==> config.mk <==
export PLATFORM = sky130hd
export DESIGN_NAME = cell_pos_streamer
export DESIGN_NICKNAME = d
export VERILOG_FILES = /design/src/rtl/cell_pos_streamer.sv
export SDC_FILE = /design/constraint.sdc
export NUM_CORES = 1
export LEC_CHECK = 0
export BUFFER_PORTS_ARGS = -buffer_cell sky130_fd_sc_hd__buf_4
export CORE_MARGIN = 5
export CORE_UTILIZATION = 45
export CTS_CLUSTER_SIZE = 16
export DETAILED_ROUTE_END_ITERATION = 12
export PLACE_DENSITY = 0.7
export SLEW_MARGIN = 20
export SYNTH_ARGS = -nofsm -noshare
export SYNTH_HDL_FRONTEND = slang
export SYNTH_SLANG_ARGS = --single-unit
export TNS_END_PERCENT = 50
==> constraint.sdc <==
create_clock -name clk -period 9 [get_ports clk]
set_input_delay 1.35 -clock clk [delete_from_list [all_inputs] [get_ports clk]]
set_output_delay 1.35 -clock clk [all_outputs]
set_load 0.01 [all_outputs]
==> src/rtl/cell_pos_streamer.sv <==
// cell_pos_streamer: fetches a cell's particle count, then streams positions through a credit-guarded output FIFO
module cell_pos_streamer #(
    parameter int DATA_WIDTH   = 96,
    parameter int ADDR_WIDTH   = 8,
    parameter int PARTICLE_NUM = 220,
    parameter int RD_LATENCY   = 2,
    parameter int FIFO_DEPTH   = 4
) (
    input  logic                  clk,
    input  logic                  rst,
    input  logic                  start,
    output logic                  busy,
    output logic                  done,
    output logic                  count_err,
    output logic [ADDR_WIDTH-1:0] particle_count,
    output logic                  rd_en,
    output logic [ADDR_WIDTH-1:0] rd_addr,
    input  logic [DATA_WIDTH-1:0] rd_data,
    output logic [DATA_WIDTH-1:0] out_data,
    output logic [ADDR_WIDTH-1:0] out_index,
    output logic                  out_valid,
    input  logic                  out_ready
);
    localparam int PW = $clog2(FIFO_DEPTH);
    localparam logic [ADDR_WIDTH-1:0] MAX_CNT = ADDR_WIDTH'(PARTICLE_NUM - 1);
    localparam logic [ADDR_WIDTH-1:0] ONE = ADDR_WIDTH'(1);
    typedef enum logic [2:0] {IDLE, CNT_RD, CNT_WAIT, STREAM, DRAIN, FIN} state_t;
    state_t state;
    logic [RD_LATENCY-1:0] sr_v;
    logic [ADDR_WIDTH-1:0] sr_a [RD_LATENCY];
    logic [DATA_WIDTH-1:0] f_data [FIFO_DEPTH];
    logic [ADDR_WIDTH-1:0] f_idx [FIFO_DEPTH];
    logic [PW-1:0] wr_ptr, rd_ptr;
    logic [PW:0] f_cnt;
    logic [ADDR_WIDTH-1:0] next_addr, raw, clamped, tail_a;
    logic tail_v, push, pop, credit, drained;
    logic [7:0] load;
    assign tail_v = sr_v[RD_LATENCY-1];
    assign tail_a = sr_a[RD_LATENCY-1];
    assign push = tail_v && tail_a != '0;
    assign out_valid = f_cnt != '0;
    assign pop = out_valid && out_ready;
    assign out_data = f_data[rd_ptr];
    assign out_index = f_idx[rd_ptr];
    assign raw = rd_data[ADDR_WIDTH-1:0];
    assign clamped = raw > MAX_CNT ? MAX_CNT : raw;
    // A slot being popped this cycle is already free, which keeps one read per cycle sustainable
    always_comb begin
        load = 8'(f_cnt) - 8'(pop) + 8'(rd_en);
        for (int i = 0; i < RD_LATENCY; i++) load = load + 8'(sr_v[i]);
    end
    assign credit = load < 8'(FIFO_DEPTH);
    assign drained = !rd_en && sr_v == '0 && 8'(f_cnt) + 8'(push) - 8'(pop) == 8'd0;
    always_ff @(posedge clk) begin
        if (rst) begin
            state <= IDLE;
            busy <= 1'b0;
            done <= 1'b0;
            count_err <= 1'b0;
            particle_count <= '0;
            rd_en <= 1'b0;
            rd_addr <= '0;
            next_addr <= '0;
            sr_v <= '0;
            wr_ptr <= '0;
            rd_ptr <= '0;
            f_cnt <= '0;
            for (int i = 0; i < RD_LATENCY; i++) sr_a[i] <= '0;
            for (int i = 0; i < FIFO_DEPTH; i++) begin
                f_data[i] <= '0;
                f_idx[i] <= '0;
            end
        end else begin
            sr_v[0] <= rd_en;
            sr_a[0] <= rd_addr;
            for (int i = 1; i < RD_LATENCY; i++) begin
                sr_v[i] <= sr_v[i-1];
                sr_a[i] <= sr_a[i-1];
            end
            if (push) begin
                f_data[wr_ptr] <= rd_data;
                f_idx[wr_ptr] <= tail_a;
                wr_ptr <= wr_ptr + 1'b1;
            end
            if (pop) rd_ptr <= rd_ptr + 1'b1;
            f_cnt <= f_cnt + (PW+1)'(push) - (PW+1)'(pop);
            done <= 1'b0;
            rd_en <= 1'b0;
            case (state)
                IDLE: if (start) begin
                    state <= CNT_RD;
                    busy <= 1'b1;
                    count_err <= 1'b0;
                    rd_en <= 1'b1;
                    rd_addr <= '0;
                end
                CNT_RD: state <= CNT_WAIT;
                CNT_WAIT: if (tail_v && tail_a == '0) begin
                    particle_count <= clamped;
                    count_err <= raw > MAX_CNT;
                    if (clamped == '0) begin
                        state <= FIN;
                        done <= 1'b1;
                        busy <= 1'b0;
                    end else begin
                        rd_en <= 1'b1;
                        rd_addr <= ONE;
                        next_addr <= ONE + ONE;
                        state <= clamped == ONE ? DRAIN : STREAM;
                    end
                end
                STREAM: if (credit) begin
                    rd_en <= 1'b1;
                    rd_addr <= next_addr;
                    next_addr <= next_addr + 1'b1;
                    if (next_addr == particle_count) state <= DRAIN;
                end
                DRAIN: if (drained) begin
                    state <= FIN;
                    done <= 1'b1;
                    busy <= 1'b0;
                end
                FIN: state <= IDLE;
                default: state <= IDLE;
            endcase
        end
    end
endmodule

# Word-level counts from Yosys, hierarchy flattened
# Memory sizes are Yosys's and may differ from the RTL's. A register that Yosys moved wholly into a read port is not among the register bits.
# Cells that the tools add are included.
# Widths: inputs -> output; s select.
totals:
  memories: 3
  wordCells: 121
  input_bits: 100
  register_bits: 40
  rom_bits: 0
  latchBits: 0
  ram_bits: 432
  output_inout_bits: 125
mem_list:
  columns: ["memory", "depth", "word_bits", "read_ports", "rd_clocked_by_memory_dff", "wr", "line_no", "text"]
  rows:
  - ["f_data", 4, 96, 1, 1, 4, "31", "logic [DATA_WIDTH-1:0] f_data [FIFO_DEPTH];"]
  - ["f_idx", 4, 8, 1, 1, 4, "32", "logic [ADDR_WIDTH-1:0] f_idx [FIFO_DEPTH];"]
  - ["sr_a", 2, 8, 2, 0, 2, "30", "logic [ADDR_WIDTH-1:0] sr_a [RD_LATENCY];"]
classes:
  magnitude_cmp: 2
  shifts: 0
  reduce_logical: 25
  add_sub_neg: 11
  n_div: 0
  n_mul: 0
  eq_ne: 13
  bitwise_logic: 2
  n_mux: 53
ops:
  columns: ["operator", "n"]
  rows:
  - ["$mux 96", 1]
  - ["$reduce_or 96->1", 1]
  - ["$mux 8", 11]
  - ["$logic_not 8->1", 3]
  - ["$pmux 8 s3", 1]
  - ["$mux 1", 21]
  - ["$mux 3", 7]
  - ["$pmux 8 s2", 1]
  - ["$pmux 3 s5", 1]
  - ["$reduce_and 5->1", 3]
  - ["$ne 2x2->1 const B", 7]
  - ["$mux 2", 6]
  - ["$reduce_bool 3->1", 3]
  - ["$add 8x1->8 const B", 1]
  - ["$eq 8x1->1 const B", 1]
  - ["$eq 8x8->1", 1]
  - ["$gt 8x8->1 const B", 1]
  - ["$lt 8x3->1 const B", 1]
  - ["$reduce_bool 8->1", 1]
  - ["$reduce_or 8->1", 1]
  - ["$add 6x2->7", 1]
  - ["$add 5x2->6", 1]
  - ["$eq 3x2->1 const B", 2]
  - ["$pmux 1 s3", 2]
  - ["other kinds (19)", 27]

# Logic depth before layout (Yosys ltp)
logic_depth:
  word_depth: 9
  depth_mapped: 11
  depth_no_buf: 10

# Least setup slack after synthesis
# OpenSTA, ideal clock, no wires.
synth_timing:
  kind: "flip-flop to flip-flop"
  startpoint: "mem sr_a[1][1], in the netlist sr_a[0][9]"
  endpoint: "mem f_data[3][0] (enable)"
  t_required_ns: 8.290
  t_arrival_ns: 8.090
  n_path_buf: 0
  setup_time_ns: 0.710
  stages_incl_launch_ff: 5
  setup_slack_ns: 0.200
  cell_sequence: "dfxtp_1 > nor4_1 > a21boi_0 > nand2_1 > o21ai_0"
synth_lines:
  columns: ["item", "line_no"]
  rows:
  - ["start, declared", "30"]
  - ["end, declared", "31"]

==> results.py <==
metrics = {
    "synth": {
        "yosysUniqueCellTypes": 49,
        "avgSynthCellArea_um2": 14.2,
        "synth_seq_cells": 474,
        "async_flop_share_pct": 0,
        "synth-edff-count": 416,
        "syn_nets": 1511,
        "synth_flop_cell": "edfxtp_1",
        "syn_area_um2": 20000,
        "yosysSeqAreaShare_pct": 68.4,
        "postSynthCellCount": 1401,
        "synth_warnings": 0,
    },
    "cts": {
        "cts.sinks": 474,
        "cts_buffer_depth": 3,
        "numCtsBuffers": 48,
        "holdBufCountCts": 0,
        "clk_pin_slew_ns": 0.06,
        "post-cts-setup-buffers": 0,
        "htree_levels": 2,
        "insertion_delay_ns": 0.58,
        "cts-resized-gates": 0,
        "root_buffer": "clkbuf_16",
        "cts_tree": "done",
    },
    "floorplanning": {
        "die_area_um2": 48700,
        "ios": 225,
        "core_region_area_um2": 44000,
        "die_y_um": 221,
        "die_w_um": 221,
        "initial_core_util_pct": 45.3,
        "fp-row-count": 77,
    },
    "routing": {
        "vias_per_cell": 5.22,
        "num_vias": 11700,
        "drt_iter0_drc": 959,
        "firstDrtPassIters": 5,
        "wire_per_inst_um": 20.6,
        "drc_errors": 0,
        "antenna_left": 0,
        "routed_wl_um": 46200,
    },
    "sta": {
        "setup_violations": 0,
        "rsz0062_at_grt": "false",
        "drv_slew": 0,
        "final.setup.tns_ns": 0,
        "finalCritPeriodShare_pct": 48.3,
        "relSlewSlack_pct": 25.0,
        "hold_viol": 0,
        "tightest_slew_ns": 1.13,
        "min_period_ns": 4.35,
        "timing.fmax_mhz": 230,
        "holdWs_ns": 0.434,
        "clock_skew_ns": 0.0164,
    },
    "placement": {
        "io_buffers": 224,
        "dp.final_hpwl_um": 27000,
        "place.gp.congestion": 0.779,
        "place_inst": 2155,
    },
    "pwr": {
        "leakage_uw": 0.00938,
        "ir_drop_uv": 131,
        "p_total_uw": 5690,
        "powerDensity_nw_per_um2": 237,
    },
    "setup_path": {
        "cp_common_cell": "buf_4",
        "end_kind": "output pin",
        "crit_path_top_delay_cell": "buf_4",
        "max_stage_delay_ns": 0.82,
        "arrival_ns": 3.00,
        "crit_buf_inv": 2,
        "crit_family": "buffers and inverters",
        "path_cells": "buf_4, mux4_2, buf_4",
        "crit_required_ns": 7.65,
        "rrSetupSlack_ns": 5.40,
        "crit_type": "reg -> out",
        "worst_setup_path_start_kind": "flip-flop",
        "worst-path-max-fanout": 43,
    },
    "grt": {
        "grt.total_usage_pct": 19.1,
        "grt_max_degree": 86,
        "grt_pass1_wl_um": 70500,
        "grt-ovfl-total": 0,
        "antenna_found_initial": 2,
        "grt_pass1_vias": 12300,
    },
    "layout": {
        "area_growth_pct": 19.9,
        "fin_cells": 2244,
        "layout_commonest_cell": "edfxtp_1",
        "utilization_pct": 54.4,
        "nets": 1723,
        "drive_gt1_share_pct": 27.0,
        "layout_common_cells": "edfxtp_1, buf_4, nor2_1, nand2_1, inv_1",
        "num-fill-cells": 3625,
    },
    "outcome": {
        "outcome": "finished, final reports clean",
    },
    "hold_path": {
        "hold_class": "reg -> reg",
    },
    "job": {
        "cap_violations": 0,
    },
}
[worst paths after layout]
kind                                  to  depth (start not counted)                   start
setup reg to reg       busy$_SDFFE_PP0P_                          9  sr_a[0][15]$_SDFF_PP0_
hold reg to reg   sr_a[0][11]$_SDFF_PP0_                          1   sr_a[0][3]$_SDFF_PP0_
setup / recovery            out_data[87]                          3               flip-flop
hold / removal    sr_a[0][11]$_SDFF_PP0_                          1   sr_a[0][3]$_SDFF_PP0_
[area by class of cell]
type	instances	area [µm²]	area share [%]
diodes	1	2.50	0.0105
clock buffers	63	1310	5.48
clock inverters	25	278	1.16
inverters	114	428	1.79
multi-input cells	732	5640	23.5
flip-flops and latches	474	13700	57.0
well taps	592	741	3.09
repair buffers	243	1890	7.89
[Yosys cell counts (10+ instances only)]
library cell	instances	share of area [%]
mux4_2	104	12
nand2_1	122	2.3
a21oi_1	16	0.40
edfxtp_1	416	63
nor3_1	19	0.48
nor2b_1	24	0.75
inv_1	114	2.1
buf_1	10	0.19
nor2_1	227	4.3
clkbuf_1	64	1.2
xor2_1	10	0.44
and2_1	109	3.4
dfxtp_1	58	5.8
[worst register-to-register path: stages (launching register included)]
cell	delay, ns
dfxtp_1	0.33
nor4_1	0.88
a21bo_2	0.42
xnor2_1	0.16
ha_1	0.21
fa_1	0.46
or4_1	0.44
nor4b_1	0.30
a21o_1	0.20
a21oi_1	0.08
[per-layer routing]
metal | vias to the layer above | wire length (µm) | GRT usage [%]
met5 | - | 13 | 0
met4 | 2 | 752 | 4.28
met3 | 51 | 2900 | 3.68
met2 | 342 | 24200 | 34.4
met1 | 5912 | 18400 | 24.1
li1 | 5417 | - | -
[kinds of logic (layout without fill, tap and decap cells)]
| kind of cell | after synthesis | in the layout | synth area share (%) |
|---|---|---|---|
| flops | 474 | 474 | 68.4 |
| xor+xnor | 15 | 15 | 0.658 |
| fa+ha+maj | 10 | 10 | 0.702 |
| other cells | 0 | 1 | 0 |
| compound gates | 49 | 49 | 1.59 |
| buf+inv | 195 | 445 | 3.71 |
| mux | 114 | 114 | 12.3 |
| simple gates | 544 | 544 | 12.7 |
[state kept, by name (all words and copies together) (netlist names), named ones only]
name,flops
f_data,384
rd_addr,8
sr_v,2
rd_ptr,2
count_err,1
state,3
f_cnt,3
sr_a,16
rd_en,1
busy,1
done,1
next_addr,8
particle_count,8
wr_ptr,2
f_idx,32
[metrics by stage]
step           instance area (µm²)  setup slack, ns
2_1_floorplan                20000            0.200
3_3_place_gp                 22300             4.84
3_5_place_dp                 22400             4.80
4_1_cts                      23900             4.49
5_1_grt                      23900             4.35
6_report                     23900             4.65
[report_power, final]
| part | internal (µW) | switching (µW) | leakage (µW) |
|---|---|---|---|
| Combinational | 581 | 514 | 0.00383 |
| Sequential | 2470 | 99.7 | 0.00477 |
| Clock | 1200 | 822 | 0.000783 |
(Power assumes the default switching activity.)
